--- config.mk ---
export PLATFORM = sky130hd
export DESIGN_NAME = envelope_generator
export DESIGN_NICKNAME = d
export VERILOG_FILES = /design/src/rtl/envelope_generator.sv
export SDC_FILE = /design/constraint.sdc
export NUM_CORES = 1
export LEC_CHECK = 0
export ABC_AREA = 1
export CAP_MARGIN = 10
export CORE_UTILIZATION = 40
export DETAILED_ROUTE_END_ITERATION = 12
export GPL_TIMING_DRIVEN = 0
export PLACE_DENSITY_LB_ADDON = 0.08
export SLEW_MARGIN = 40
export SYNTH_ARGS = -nofsm -noshare
export SYNTH_HDL_FRONTEND = slang
export SYNTH_SLANG_ARGS = --single-unit
--- constraint.sdc ---
create_clock -name clock -period 6.18 [get_ports clock]
set_clock_uncertainty 0.2 [all_clocks]
set_input_delay 1.854 -clock clock [delete_from_list [all_inputs] [get_ports clock]]
set_output_delay 1.854 -clock clock [all_outputs]
set_load 0.02 [all_outputs]
--- src/rtl/envelope_generator.sv ---
// envelope_generator: multi-voice ADSR envelope generator.
//
// A free-running divider produces one update tick every DIV clocks
// (DIV = CLOCK_FREQUENCY / UPDATE_FREQUENCY). On each tick, every voice
// advances its own ADSR state machine, stepping its level by the shared
// attack/decay/release rates toward the shared sustain target.
//
// Ports:
//   clock        system clock, rising edge
//   reset_l      asynchronous active-low reset
//   gate         per-voice note-held level
//   attack       attack rate 0..127 (0 = instant)
//   decay        decay rate 0..127 (0 = instant)
//   release_rate release rate 0..127 (0 = instant)
//   sustain      sustain level in percent (values above 100 act as 100)
//   level        per-voice registered envelope level
//   active       per-voice flag, high while the voice is not idle
//   level_valid  one-cycle pulse in the cycle after the levels update
module envelope_generator #(
  parameter int unsigned VOICE_COUNT      = 4,
  parameter int unsigned LEVEL_WIDTH      = 16,
  parameter int unsigned CLOCK_FREQUENCY  = 50000000,
  parameter int unsigned UPDATE_FREQUENCY = 50000,
  parameter int unsigned STEP_SCALE       = 1
) (
  input  logic                                   clock,
  input  logic                                   reset_l,
  input  logic [VOICE_COUNT-1:0]                 gate,
  input  logic [6:0]                             attack,
  input  logic [6:0]                             decay,
  input  logic [6:0]                             release_rate,
  input  logic [6:0]                             sustain,
  output logic [VOICE_COUNT-1:0][LEVEL_WIDTH-1:0] level,
  output logic [VOICE_COUNT-1:0]                 active,
  output logic                                   level_valid
);

  localparam int unsigned DIV   = CLOCK_FREQUENCY / UPDATE_FREQUENCY;
  localparam int unsigned CNT_W = (DIV > 1) ? $clog2(DIV) : 1;
  localparam int unsigned AW    = LEVEL_WIDTH + 1;

  localparam logic [AW-1:0] CEILING  = AW'((64'd1 << LEVEL_WIDTH) - 64'd1);
  localparam logic [AW-1:0] CEIL_PCT = CEILING / AW'(100);

  typedef enum logic [2:0] {
    IDLE,
    ATTACK,
    DECAY,
    SUSTAIN,
    RELEASE
  } state_e;

  logic [CNT_W-1:0]                       cnt_q, cnt_d;
  logic                                   tick;
  logic                                   valid_q, valid_d;
  logic                                   armed_q, armed_d;
  logic [VOICE_COUNT-1:0]                 gate_prev_q, gate_prev_d;
  logic [VOICE_COUNT-1:0]                 retrig_q, retrig_d;
  state_e                                 state_q [VOICE_COUNT];
  state_e                                 state_d [VOICE_COUNT];
  logic [VOICE_COUNT-1:0][LEVEL_WIDTH-1:0] level_q, level_d;
  logic [AW-1:0]                          step_atk, step_dec, step_rel, sus_tgt;

  // Rate 0 means "complete the stage in one tick".
  function automatic logic [AW-1:0] step_of(input logic [6:0] r);
    logic [63:0] prod;
    prod = 64'(r) * 64'(STEP_SCALE);
    if ((r == '0) || (prod >= 64'(CEILING))) return CEILING;
    return AW'(prod);
  endfunction

  always_comb begin
    logic [AW-1:0] cur;
    logic [AW-1:0] sum;
    logic          rise;
    logic          climb;
    cur   = '0;
    sum   = '0;
    rise  = 1'b0;
    climb = 1'b0;

    tick        = (cnt_q == CNT_W'(DIV - 1));
    cnt_d       = tick ? '0 : cnt_q + 1'b1;
    valid_d     = tick;
    armed_d     = 1'b1;
    gate_prev_d = gate;

    step_atk = step_of(attack);
    step_dec = step_of(decay);
    step_rel = step_of(release_rate);
    // sustain < 100 keeps the product below CEILING, so AW bits suffice.
    sus_tgt  = (sustain >= 7'd100) ? CEILING : AW'(sustain) * CEIL_PCT;

    retrig_d = retrig_q;
    level_d  = level_q;
    for (int unsigned v = 0; v < VOICE_COUNT; v++) begin
      // armed_q masks the first clock after reset so a gate held through
      // reset is not seen as a rising edge.
      rise        = armed_q & gate[v] & ~gate_prev_q[v];
      cur         = {1'b0, level_q[v]};
      sum         = cur + step_atk;
      climb       = 1'b0;
      state_d[v]  = state_q[v];
      retrig_d[v] = retrig_q[v] | rise;

      if (tick) begin
        // A retrigger starts the attack from the current level and applies
        // the first attack step on the same tick.
        if (retrig_q[v] | rise) begin
          retrig_d[v] = 1'b0;
          climb       = 1'b1;
        end else if (!gate[v] && ((state_q[v] == ATTACK) || (state_q[v] == DECAY) ||
                                  (state_q[v] == SUSTAIN))) begin
          state_d[v] = RELEASE;
        end else begin
          unique case (state_q[v])
            ATTACK:  climb = 1'b1;
            DECAY: begin
              if (cur > sus_tgt + step_dec) begin
                level_d[v] = LEVEL_WIDTH'(cur - step_dec);
              end else begin
                level_d[v] = LEVEL_WIDTH'(sus_tgt);
                state_d[v] = SUSTAIN;
              end
            end
            SUSTAIN: level_d[v] = LEVEL_WIDTH'(sus_tgt);
            RELEASE: begin
              if (cur > step_rel) begin
                level_d[v] = LEVEL_WIDTH'(cur - step_rel);
              end else begin
                level_d[v] = '0;
                state_d[v] = IDLE;
              end
            end
            default: level_d[v] = '0;
          endcase
        end

        if (climb) begin
          if (sum >= CEILING) begin
            level_d[v] = LEVEL_WIDTH'(CEILING);
            state_d[v] = DECAY;
          end else begin
            level_d[v] = LEVEL_WIDTH'(sum);
            state_d[v] = ATTACK;
          end
        end
      end
    end
  end

  always_ff @(posedge clock or negedge reset_l) begin
    if (!reset_l) begin
      cnt_q       <= '0;
      valid_q     <= 1'b0;
      armed_q     <= 1'b0;
      gate_prev_q <= '0;
      retrig_q    <= '0;
      level_q     <= '0;
      for (int unsigned v = 0; v < VOICE_COUNT; v++) state_q[v] <= IDLE;
    end else begin
      cnt_q       <= cnt_d;
      valid_q     <= valid_d;
      armed_q     <= armed_d;
      gate_prev_q <= gate_prev_d;
      retrig_q    <= retrig_d;
      level_q     <= level_d;
      for (int unsigned v = 0; v < VOICE_COUNT; v++) state_q[v] <= state_d[v];
    end
  end

  always_comb begin
    active = '0;
    for (int unsigned v = 0; v < VOICE_COUNT; v++) active[v] = (state_q[v] != IDLE);
  end

  assign level       = level_q;
  assign level_valid = valid_q;

endmodule

# After elaboration in Yosys (flattened, before gate mapping)
# Cells that the tools add are included.
# op_classes
addsub	14
multipliers	1
order_cmp	13
n_eq_ne	37
n_mux	87
n_bitwise	16
n_reduce_logical	35
# op_table
cell	count
16-bit two-way mux	24
16-bit one-hot mux with 4 select lines	4
16-bit by 17-bit greater-than comparator with 1-bit output	8
16-bit subtractor	8
17-bit two-way mux	7
16-bit by 17-bit adder with 17-bit output	4
17-bit by 16-bit >= comparator with 1-bit output, second input constant	4
3-bit two-way mux	20
3-bit by 2-bit == test with 1-bit output, second input constant	8
2-bit by 1-bit != test with 1-bit output, second input constant	12
3-bit one-hot mux with 2 select lines	4
1-bit two-way mux	23
7-bit zero test	3
5-bit AND reduction	4
17-bit adder	1
7-bit by 10-bit multiplier with 17-bit output, second input constant	1
4-bit by 3-bit != test with 1-bit output, second input constant	4
4-bit != test, second input constant	4
4-bit AND reduction	4
4-bit nonzero test	4
3-bit by 1-bit == test with 1-bit output, second input constant	4
3-bit == test, second input constant	4
3-bit nonzero test	4
10-bit by 1-bit adder with 10-bit output, second input constant	1
other kinds (10)	39
# word_totals
register_bits	96
inputBits	34
output_inout_bits	69
wordCells	216

# Longest topological paths before layout
# depth
ltp_word	10
depth_mapped	40
ltp_nobuf	39

# Worst setup path after synthesis
# OpenSTA, ideal clock, no wires.
# synth_path
path_kind	input to register
from	in sustain[4]
to	reg level_q, in the netlist level[56]
arrival_time_ns	7.688
setup_slack_ns	-1.824
cell_stages	34
path_buffers	1
path_cell_list	fa_1 > inv_1 > fa_1 > inv_1 > fa_1 > fa_1 > ha_1 > a21o_1 > o21bai_4 > inv_1 > nor2_1 > nor3_1 > inv_1 > ha_1 > inv_1 > o21ai_0 > nand3_1 > nand2_1 > a21boi_0 > o21ai_0 > xor2_1 > ha_1 > nand2_1 > nor4_1 > nand2_1 > nor2_4 > nor2_8 > nand2_4 > buf_6 > nand2_1 > nand3_1 > nand3_1 > nand2_1 > nand2_1
# synth_between
elab_chain_cells	9
elab_cells_between_ends	10
cone_classes	add/sub (1); mul (1); order compare (2); mux (6)
# synth_lines
element	line_no	source
start: declaration	32	input logic [6:0] sustain,
7-bit by 10-bit multiplier with 17-bit output or 7-bit >= comparator (tied branches)	92	sus_tgt = (sustain >= 7'd100) ? CEILING : AW'(sustain) * CEIL_PCT;
17-bit two-way mux *	92	
17-bit adder	119	if (cur > sus_tgt + step_dec) begin
16-bit by 17-bit greater-than comparator with 1-bit output	119	
16-bit two-way mux	119	
16-bit one-hot mux with 4 select lines *	116	unique case (state_q[v])
16-bit two-way mux *	112	end else if (!gate[v] && ((state_q[v] == ATTACK) || (state_q[v] == DECAY) ||
16-bit two-way mux *	109	if (retrig_q[v] | rise) begin
16-bit two-way mux *	139	if (climb) begin
end signal: assignment	167	level_q <= level_d;
end: declaration	61	logic [VOICE_COUNT-1:0][LEVEL_WIDTH-1:0] level_q, level_d;
# Mark *: on every way between the ends. The rest lies on a longest branch, timed or not. The select of a mux whose other input is x is not followed.
# A chain may end at the register's enable or synchronous reset.

# Worst setup path after layout
# layout_path
from	in sustain[4]
to	reg level_q, in the netlist level[30]
# The elaborated chain is that of the path after synthesis.

==> results.py <==
metrics = {
    "floorplan": {
        "die_w_um": 228,
        "ios": 103,
        "num_rows": 82,
        "die_area_um2": 51900,
        "core_um2": 50300,
        "die_h_um": 228,
        "initial_core_util": 0.406,
    },
    "worst_setup_path": {
        "crit_arrival_ps": 8020,
        "worst_ep_required_time_ps": 6290,
        "r2r_end": "level[38]",
        "rrSetupSlack_ps": 2570,
        "worstReg2RegStart": "level[33]",
        "crit_type": "primary input to flip-flop",
        "endpoint_kind": "flip-flop",
        "cp_common_cell": "nand2_1",
        "setup.worst_path.start_class": "primary input",
        "slowest_stage": "fa_1",
        "path_max_fanout": 8,
        "worst-path-buf-inv": 8,
        "worstRegToRegCells": 19,
        "slowest_delay_ps": 580,
        "critPathTopFamily": "adder cells",
    },
    "clock_tree": {
        "clock_latency_ps": 410,
        "root_buffer": "clkbuf_16",
        "cts_buffers": 9,
        "cts_hold_buf": 0,
        "cts.sink_count": 96,
        "cts_buffer_depth": 2,
        "h-tree-depth": 3,
        "clkTransAtPathRegs_ps": 80,
        "cts_tree": "built",
    },
    "yosys": {
        "synth_top_cell_area_share": 0.195,
        "synth-async-reset-ratio": 1.00,
        "synth_commonest_cells": "nand2_1, inv_1, nand3_1",
        "yosys-top-cells-area": "ha_1, nand2_1, dfrtp_1",
        "ys_seq_area_frac": 0.118,
        "netlist_area_um2": 20400,
        "synth_enable_flop_cells": 0,
        "yosys_most_used_dff": "dfrtp_1",
        "syn_inst": 3266,
        "yosys_warnings": 0,
        "ys_seq_elements": 96,
        "yosys.area.top_type": "ha_1",
        "syn_avg_cell_area_um2": 6.25,
        "ys_types": 58,
        "synth.most_common_cell": "nand2_1",
        "synth_nets": 3640,
    },
    "route": {
        "wl_per_cell_um": 20.9,
        "drtAntennaViolNets": 0,
        "vias": 23282,
        "drc_errors": 0,
        "first_pass_iters": 6,
        "drt_iter0_markers": 1861,
        "avgViaCountPerCell": 5.60,
        "drt-total-wl_um": 86900,
    },
    "placed_design": {
        "portBuffers": 102,
        "place_inst": 4045,
        "place_area_um2": 22700,
        "dp_hpwl_um": 65400,
        "gp_congestion": 0.955,
        "preCtsSetupSlack_ps": -4180,
    },
    "sta": {
        "max_freq_mhz": 126,
        "fin_setup_tns_ps": -124150,
        "worstMarginPinSlew_ps": 854,
        "timing.final.crit_share": 1.28,
        "fin_crit_ps": 7910,
        "rsz0062_at_grt": "true",
        "slew_headroom": 0.429,
        "finalMaxSlewViolations": 0,
        "holdWs_ps": 267,
        "finalSetupViolCount": 76,
        "hold_violations": 0,
        "setup_slack_ps": -1730,
    },
    "pwr": {
        "p_int_mw": 2.22,
        "p_total_mw": 4.73,
        "sw_frac_of_total": 0.532,
        "ir_drop_mv": 0.166,
        "combPwrFrac": 0.732,
        "clkPwrFrac": 0.132,
        "p_per_area_nw_per_um2": 185,
        "pwr-share-seq": 0.136,
        "leakage_nw": 12.9,
        "power.switching_mw": 2.51,
    },
    "cells_and_area": {
        "fin_area_um2": 25600,
        "layout-drive-gt1-share": 0.167,
        "area_growth_pct": 25.4,
        "final_util": 0.509,
        "instances_no_fill": 4156,
        "num-nets-final": 3850,
    },
    "hold_path": {
        "holdPathStages": 1,
        "hp-class": "flip-flop to flip-flop",
        "min_from": "cnt_q[0]",
        "min_to": "cnt_q[0]",
    },
    "grt": {
        "antenna_found_initial": 3,
        "grt_pass1_vias": 21754,
        "grt_pass1_wl_um": 128000,
        "grt_remaining_overflow": 0,
        "grt_max_degree": 65,
        "track_usage": 0.324,
    },
    "job": {
        "drv_cap": 0,
    },
    "run_status": {
        "violations": "setup timing",
        "status": "finished with violations",
    },
}
==> registers in the layout, summed over array words and instances, names as in the netlist <==
name,count
armed_q,1
level_valid,1
level,64
cnt_q,10
retrig_q,4
state_q,12
gate_prev_q,4
==> power groups by stage <==
stage               clock network [mW]  registers, mW  logic [mW]
floorplan                            0          0.650        1.51
global placement                     0          0.654        2.31
detailed placement                   0          0.653        2.37
CTS                              0.637          0.641        2.90
global route                     0.657          0.641        3.65
finish                           0.625          0.642        3.46
==> layer usage <==
layer / track usage / share of wire / vias to the layer above
met5: 0 / 0 / -
met4: 0.127 / 0.040 / 0
met3: 0.0384 / 0.065 / 171
met2: 0.511 / 0.44 / 749
met1: 0.447 / 0.45 / 10986
li1: - / - / 11376
==> final cells by class <==
class | instances | area [um2]
multi-input cells | 2662 | 18000
repair buffers | 197 | 1970
well taps | 672 | 841
plain buffers | 57 | 348
clock buffers | 9 | 225
diodes | 3 | 7.51
flip-flops and latches | 96 | 2400
fillers | 5160 | 24700
inverters | 453 | 1730
clock inverters | 7 | 80.1
==> placed cells by master (no fill, tap or decap), drive strengths merged, types with 37 or more instances in the layout <==
cell type	instances
nand2	915
inv	438
nand3	343
ha	318
nor2	220
a21oi	214
o21ai	149
buf	131
nand4	108
dfrtp	96
clkdlybuf4s50	95
xor2	86
xnor2	77
nor3	52
clkbuf	37
==> worst max path at each step <==
| stage | start | end | slack [ps] | depth (start not counted) |
|---|---|---|---|---|
| floorplan | sustain[4] | level[56] | -1360 | 34 |
| global placement | decay[3] | level[37] | -4990 | 30 |
| detailed placement | sustain[4] | level[37] | -4180 | 33 |
| CTS | sustain[4] | level[48] | -1790 | 35 |
| global route | sustain[4] | level[44] | -1930 | 32 |
| finish | sustain[4] | level[30] | -1730 | 37 |
==> logic make-up (layout without fill, tap and decap cells) <==
logic type               count (synthesis)  in the layout  share of synthesized area
AND/OR/NAND/NOR                       1681           1683                      0.365
buffers and inverters                  510            723                     0.0982
AO/OA/AOI/OAI                          475            475                      0.133
adder cells (fa/ha/maj)                340            340                      0.217
XOR/XNOR                               163            163                     0.0700
flip-flops                              96             96                      0.118
other                                    1              4                   0.000184
==> timing repair <==
| item | 4_1_cts | 5_1_grt |
|---|---|---|
| pin swaps | 94 | 128 |
| gates cloned | 3 | 5 |
| resized for setup | 185 | 246 |
| endpoints found under the setup margin | 76 | 76 |
| buffers inserted | 47 | 40 |
(Power assumes the default switching activity.)
